[config.mk]
export PLATFORM = sky130hd
export DESIGN_NAME = wb_stage
export DESIGN_NICKNAME = d
export VERILOG_FILES = /design/src/rtl/wb_stage.sv
export SDC_FILE = /design/constraint.sdc
export NUM_CORES = 1
export LEC_CHECK = 0
export CORE_UTILIZATION = 50
export CTS_BUF_LIST = sky130_fd_sc_hd__clkbuf_4
export DETAILED_ROUTE_END_ITERATION = 12
export PLACE_DENSITY = 0.73
export REMOVE_ABC_BUFFERS = 1
export SYNTH_ARGS = -nofsm -noshare
export SYNTH_HDL_FRONTEND = slang
export SYNTH_SLANG_ARGS = --single-unit
[constraint.sdc]
create_clock -name clk -period 9.3 [get_ports clk]
set_input_delay 1.86 -clock clk [delete_from_list [all_inputs] [get_ports clk]]
set_output_delay 1.86 -clock clk [all_outputs]
set_load 0.01 [all_outputs]
[src/rtl/wb_stage.sv]
// In-order write-back stage: a small retirement queue that collects ALU results and load
// data, formats loads, and retires strictly in program order onto the regfile write port.
module wb_stage #(
  parameter int DEPTH         = 4,
  parameter int XLEN          = 32,
  parameter int REG_IDX_WIDTH = 5
) (
  input  logic                            clk,
  input  logic                            rst,
  input  logic                            ex_valid_i,
  output logic                            ex_ready_o,
  input  logic                            ex_rd_en_i,
  input  logic [REG_IDX_WIDTH-1:0]        ex_rd_idx_i,
  input  logic [XLEN-1:0]                 ex_rd_wdata_i,
  input  logic                            ex_is_load_i,
  input  logic [1:0]                      ex_load_size_i,
  input  logic                            ex_load_unsigned_i,
  input  logic [1:0]                      ex_addr_lo_i,
  input  logic                            mem_rvalid_i,
  input  logic [XLEN-1:0]                 mem_rdata_i,
  output logic                            rd_en_o,
  output logic [REG_IDX_WIDTH-1:0]        rd_idx_o,
  output logic [XLEN-1:0]                 rd_wdata_o,
  output logic [(1<<REG_IDX_WIDTH)-1:0]   pend_mask_o,
  output logic                            err_o
);

  localparam int PW = $clog2(DEPTH);

  logic [DEPTH-1:0]         q_valid;
  logic [DEPTH-1:0]         q_rd_en;
  logic [REG_IDX_WIDTH-1:0] q_rd_idx  [DEPTH];
  logic [XLEN-1:0]          q_data    [DEPTH];
  logic [DEPTH-1:0]         q_is_load;
  logic [1:0]               q_size    [DEPTH];
  logic [DEPTH-1:0]         q_unsigned;
  logic [1:0]               q_addr_lo [DEPTH];
  logic [DEPTH-1:0]         q_data_valid;

  logic [PW-1:0] head;
  logic [PW-1:0] tail;
  logic [PW:0]   count;
  logic          err;

  logic          push;
  logic          retire;
  logic          cap_hit;
  logic [PW-1:0] cap_idx;
  logic [PW-1:0] scan_idx;

  function automatic logic [XLEN-1:0] fmt_load(input logic [XLEN-1:0] w, input logic [1:0] size,
                                               input logic uns, input logic [1:0] alo);
    logic [7:0]  b;
    logic [15:0] h;
    b = w[8*alo +: 8];
    h = alo[1] ? w[16 +: 16] : w[0 +: 16];
    case (size)
      2'b00:   fmt_load = {{(XLEN-8){b[7] & ~uns}}, b};
      2'b01:   fmt_load = {{(XLEN-16){h[15] & ~uns}}, h};
      default: fmt_load = w;
    endcase
  endfunction

  // Valid/ready: an entry is taken on a clock edge where ex_valid_i and ex_ready_o are both
  // high; ex_ready_o depends only on registered occupancy, never on this cycle's retire.
  assign ex_ready_o = (count != (PW+1)'(DEPTH));
  assign push       = ex_valid_i & ex_ready_o;
  assign retire     = q_valid[head] & q_data_valid[head];

  // Oldest load still waiting for data, scanned from head; this cycle's push is not seen.
  always_comb begin
    cap_hit  = 1'b0;
    cap_idx  = '0;
    scan_idx = '0;
    for (int i = 0; i < DEPTH; i++) begin
      scan_idx = head + PW'(i);
      if (!cap_hit && q_valid[scan_idx] && q_is_load[scan_idx] && !q_data_valid[scan_idx]) begin
        cap_hit = 1'b1;
        cap_idx = scan_idx;
      end
    end
  end

  always_ff @(posedge clk or posedge rst) begin
    if (rst) begin
      head         <= '0;
      tail         <= '0;
      count        <= '0;
      err          <= 1'b0;
      q_valid      <= '0;
      q_rd_en      <= '0;
      q_is_load    <= '0;
      q_unsigned   <= '0;
      q_data_valid <= '0;
      for (int i = 0; i < DEPTH; i++) begin
        q_rd_idx[i]  <= '0;
        q_data[i]    <= '0;
        q_size[i]    <= '0;
        q_addr_lo[i] <= '0;
      end
    end else begin
      if (retire) begin
        q_valid[head] <= 1'b0;
        head          <= head + 1'b1;
      end
      if (mem_rvalid_i) begin
        if (cap_hit) begin
          q_data[cap_idx]       <= fmt_load(mem_rdata_i, q_size[cap_idx], q_unsigned[cap_idx],
                                            q_addr_lo[cap_idx]);
          q_data_valid[cap_idx] <= 1'b1;
        end else begin
          err <= 1'b1;
        end
      end
      if (push) begin
        q_valid[tail]      <= 1'b1;
        q_rd_en[tail]      <= ex_rd_en_i;
        q_rd_idx[tail]     <= ex_rd_idx_i;
        q_data[tail]       <= ex_rd_wdata_i;
        q_is_load[tail]    <= ex_is_load_i;
        q_size[tail]       <= ex_load_size_i;
        q_unsigned[tail]   <= ex_load_unsigned_i;
        q_addr_lo[tail]    <= ex_addr_lo_i;
        q_data_valid[tail] <= ~ex_is_load_i;
        tail               <= tail + 1'b1;
      end
      case ({push, retire})
        2'b10:   count <= count + 1'b1;
        2'b01:   count <= count - 1'b1;
        default: count <= count;
      endcase
    end
  end

  always_comb begin
    rd_en_o    = retire & q_rd_en[head] & (q_rd_idx[head] != '0);
    rd_idx_o   = rd_en_o ? q_rd_idx[head] : '0;
    rd_wdata_o = rd_en_o ? q_data[head] : '0;
  end

  always_comb begin
    pend_mask_o = '0;
    for (int i = 0; i < DEPTH; i++) begin
      if (q_valid[i] && q_rd_en[i]) pend_mask_o[q_rd_idx[i]] = 1'b1;
    end
    pend_mask_o[0] = 1'b0;
  end

  assign err_o = err;

endmodule

==> out/qor.csv <==
metric,value,unit
clock skew,0.0353,ns
placed insts,1625,
maximum resistive drop on vdd,246,uV
portion of the clock cycle consumed by the worst path in the final layout,66.8,%
count of nets left with antenna violations after detail routing,0,
ranking of synthesized cells by area,"sky130_fd_sc_hd__dfrtp_1 40%, sky130_fd_sc_hd__mux4_2 7.7%, sky130_fd_sc_hd__nand2_1 6.7%, sky130_fd_sc_hd__o22ai_1 3.6%, sky130_fd_sc_hd__a31oi_1 3.4%",
# rows,56,
final wirelength,39500,um
cell area after synthesis,12000,um2
Worst Setup End Kind,output port,
setup repair after global routing missed its margin,no,
Core Footprint,23500,um2
routed vias/inst,6.87,
final count of hold timing violations,0,
vias after detailed routing,11391,
number of DRC violations after detailed-routing iteration 0,1224,
final HPWL from detailed placement,24900,um
final routed wire length divided by cell count,23.8,um
Final Net Count,1415,
layout-stage area growth over the synthesis result,15.8,%
count of flip-flops with a built-in enable after synthesis,0,
"Data required, critical path",7.44,ns
count of warnings emitted by yosys,0,
crit-path max FO,54,
total congestion overflow after global routing,0,
max-cap viol count,0,
Post-CTS Resized,0,
Die Span X,157,um
count of final setup violators,0,
number of cells on the worst hold path,1,
number of cells on the worst reg-to-reg path,12,
starting density of the core,51.1,%
capture point of the worst reg-to-reg path,q_data[115]$_DFF_PP0_,
Worst setup SP type,flop,
maximum level of the CTS H-tree,4,
R2R setup slack,3.31,ns
Clock Pin Slew Worst Setup and Hold Paths,0.19,ns
destination of the worst hold path,count[2]$_DFFE_PP0P_,
cts-stage hold buffer count,0,
latest clock arrival within the worst-skew pair,0.62,ns
number of global-route vias before repair,11182,
Filler cells,2053,
Total Negative Setup Slacks,0,ns
"FFs w/ async S/R, synth",100,%
antenna violations before repair,1,
wire length of the first global-routing pass,62200,um
Worst Max-Slew Pin Slew,1.28,ns
CTS Root Buffer Type,sky130_fd_sc_hd__clkbuf_4,
largest net degree at the start of global routing,118,
share of synthesized area occupied by flip-flops and latches,40.0,%
classification of the worst setup path,flop to output port,
count of buffers inserted at the top-level ports,150,
setup repair bufs after CTS,0,
Mean Syn Cell Area,9.76,um2
Gate Count Post-Synth,1232,
All-Layer GR Usage,32.9,%
"Min Clock Period, post-route",6.21,ns
DRC violations left,0,
top_reg_cell synth,sky130_fd_sc_hd__dfrtp_1,
number of iterations in the first detailed-routing pass,5,
deepest clock path buffer count,2,
hold path start,count[2]$_DFFE_PP0P_,
number of max-slew violations in the final report,0,
gpl congestion,0.956,
CTS tree,done,
top cell type's share of synthesized area,40.0,%
number of synthesized register bits,192,
floorplan die area,24700,um2
"top cells by count, synth","216 x sky130_fd_sc_hd__nand2_1, 192 x sky130_fd_sc_hd__dfrtp_1, 70 x sky130_fd_sc_hd__o22ai_1",
power density over the cells,409,nW/um2
total CTS buffers,17,
worst min-delay path category,flop to flop,
WP data arrival,4.35,ns
Lkg Pwr,5.47,nW
clock net sink count,192,
Slew HR,14.2,%
r2r startpoint,head[1]$_DFFE_PP0P_,
Unique masters post-synth,79,
status,"complete, no violations",
final non-filler cell total,1658,
share of layout cells above drive strength 1,12.3,%
cell taking the most area after synthesis,sky130_fd_sc_hd__dfrtp_1,
Vert. Die Dim,157,um
most repeated cell in the gate-level netlist after synthesis,sky130_fd_sc_hd__nand2_1,
Peak Freq,161,MHz
number of top-level pins,152,
-- layout make-up --
type | instances | area (um2) | area share, %
Antenna cell | 1 | 2.50 | 0.0180
Clock buffer | 17 | 128 | 0.917
Clock inverter | 15 | 166 | 1.20
Inverter | 28 | 113 | 0.809
Multi-Input combinational cell | 914 | 6640 | 47.7
Sequential cell | 192 | 4810 | 34.5
Tap cell | 319 | 399 | 2.87
Timing Repair Buffer | 172 | 1670 | 12.0
-- layer usage --
metal  up-vias  part of all wire (%)  wire length, um  global-route usage (%)
li1       4914                     -                -                       -
met1      5633                    40            15800                    44.2
met2       730                    47            18400                    52.9
met3       114                    10             3980                    6.06
met4         0                   3.1             1210                    13.2
met5         -                     0                0                       0
-- cells in the final DEF, fill, tap and decap left out, types with 5 or more instances in the layout --
cell type,n
sky130_fd_sc_hd__mux2i_1,23
sky130_fd_sc_hd__or3_1,10
sky130_fd_sc_hd__clkdlybuf4s50_1,150
sky130_fd_sc_hd__and3b_1,8
sky130_fd_sc_hd__o21ai_0,21
sky130_fd_sc_hd__nand2_1,216
sky130_fd_sc_hd__o22a_1,32
sky130_fd_sc_hd__o221ai_1,15
sky130_fd_sc_hd__clkbuf_4,17
sky130_fd_sc_hd__ha_1,9
sky130_fd_sc_hd__o22ai_1,70
sky130_fd_sc_hd__a22o_1,28
sky130_fd_sc_hd__a221o_1,19
sky130_fd_sc_hd__a211oi_1,32
sky130_fd_sc_hd__and2_1,6
sky130_fd_sc_hd__nand4_1,7
sky130_fd_sc_hd__nor3b_1,7
sky130_fd_sc_hd__mux4_2,41
sky130_fd_sc_hd__nor2b_1,36
sky130_fd_sc_hd__a21oi_1,36
sky130_fd_sc_hd__and3_1,10
sky130_fd_sc_hd__o221a_2,28
sky130_fd_sc_hd__o21a_1,5
sky130_fd_sc_hd__nor4_2,6
sky130_fd_sc_hd__a22oi_1,14
sky130_fd_sc_hd__nor2_1,54
sky130_fd_sc_hd__inv_1,25
sky130_fd_sc_hd__nand3_1,12
sky130_fd_sc_hd__a31oi_1,65
sky130_fd_sc_hd__o31a_1,5
sky130_fd_sc_hd__dfrtp_1,190
sky130_fd_sc_hd__a2bb2oi_1,7
sky130_fd_sc_hd__nand3b_1,11
sky130_fd_sc_hd__buf_4,22
sky130_fd_sc_hd__inv_8,5
sky130_fd_sc_hd__nor3_1,11
-- worst max-delay path by stage --
| stage | from | end | slack [ns] | depth (start not counted) |
|---|---|---|---|---|
| after floorplan | rst | count[0]$_DFFE_PP0P_ | 2.21 | 1 |
| after global placement | head[1]$_DFFE_PP0P_ | q_data[26]$_DFF_PP0_ | 3.63 | 12 |
| after detailed placement | head[1]$_DFFE_PP0P_ | q_data[115]$_DFF_PP0_ | 3.46 | 12 |
| after CTS | head[0]$_DFFE_PP0P_ | rd_wdata_o[15] | 3.08 | 7 |
| after global routing | head[0]$_DFFE_PP0P_ | rd_wdata_o[15] | 2.88 | 7 |
| final | head[0]$_DFFE_PP0P_ | rd_wdata_o[15] | 3.09 | 7 |
-- state kept, by name, summed over array words and instances, names as in the netlist --
| signal | flops |
|---|---|
| count | 3 |
| err_o | 1 |
| head | 2 |
| q_addr_lo | 8 |
| q_data | 128 |
| q_data_valid | 4 |
| q_is_load | 4 |
| q_rd_en | 4 |
| q_rd_idx | 20 |
| q_size | 8 |
| q_unsigned | 4 |
| q_valid | 4 |
| tail | 2 |
-- where the power goes --
group          switching, mW  total, mW  leakage [nW]  internal (mW)
sequential             0.339       1.58          2.27           1.24
combinational           2.15       3.66          3.05           1.50
clock                  0.340      0.465         0.156          0.125
-- logic make-up (layout without fill, tap and decap cells) --
| group | count (synthesis) | after routing | share of synthesized area (%) |
|---|---|---|---|
| adder cells (fa/ha/maj) | 10 | 10 | 1.10 |
| buffers and inverters | 126 | 232 | 4.99 |
| flip-flops | 192 | 192 | 40.0 |
| AO/OA/AOI/OAI | 409 | 409 | 26.1 |
| XOR/XNOR | 5 | 5 | 0.364 |
| other | 1 | 2 | 0.0312 |
| AND/OR/NAND/NOR | 419 | 419 | 17.1 |
| multiplexers | 70 | 70 | 10.3 |
-- worst max-delay path, cell delays in order, from the launching register on --
cell	delay (ns)
sky130_fd_sc_hd__dfrtp_2	0.41
sky130_fd_sc_hd__buf_4	0.73
sky130_fd_sc_hd__mux4_2	0.64
sky130_fd_sc_hd__or4_1	0.52
sky130_fd_sc_hd__o211ai_1	0.19
sky130_fd_sc_hd__buf_4	0.44
sky130_fd_sc_hd__nor2b_1	0.19
sky130_fd_sc_hd__clkdlybuf4s50_1	0.52
-- through the flow --
step / hold WS, ns / setup WS (ns) / utilization [%] / instance area (um2) / power, mW
5_1_grt: 0.517 / 2.88 / 59.1 / 13900 / 6.05
2_1_floorplan: 0.442 / 2.21 / - / 11500 / 3.99
3_5_place_dp: 0.462 / 3.46 / 57.9 / 13600 / 5.17
3_3_place_gp: 0.441 / 3.63 / 57.9 / 13600 / 5.09
4_1_cts: 0.489 / 3.08 / 59.1 / 13900 / 5.63
6_report: 0.483 / 3.09 / 59.1 / 13900 / 5.70
No activity file was read; power rests on OpenSTA's default activity.
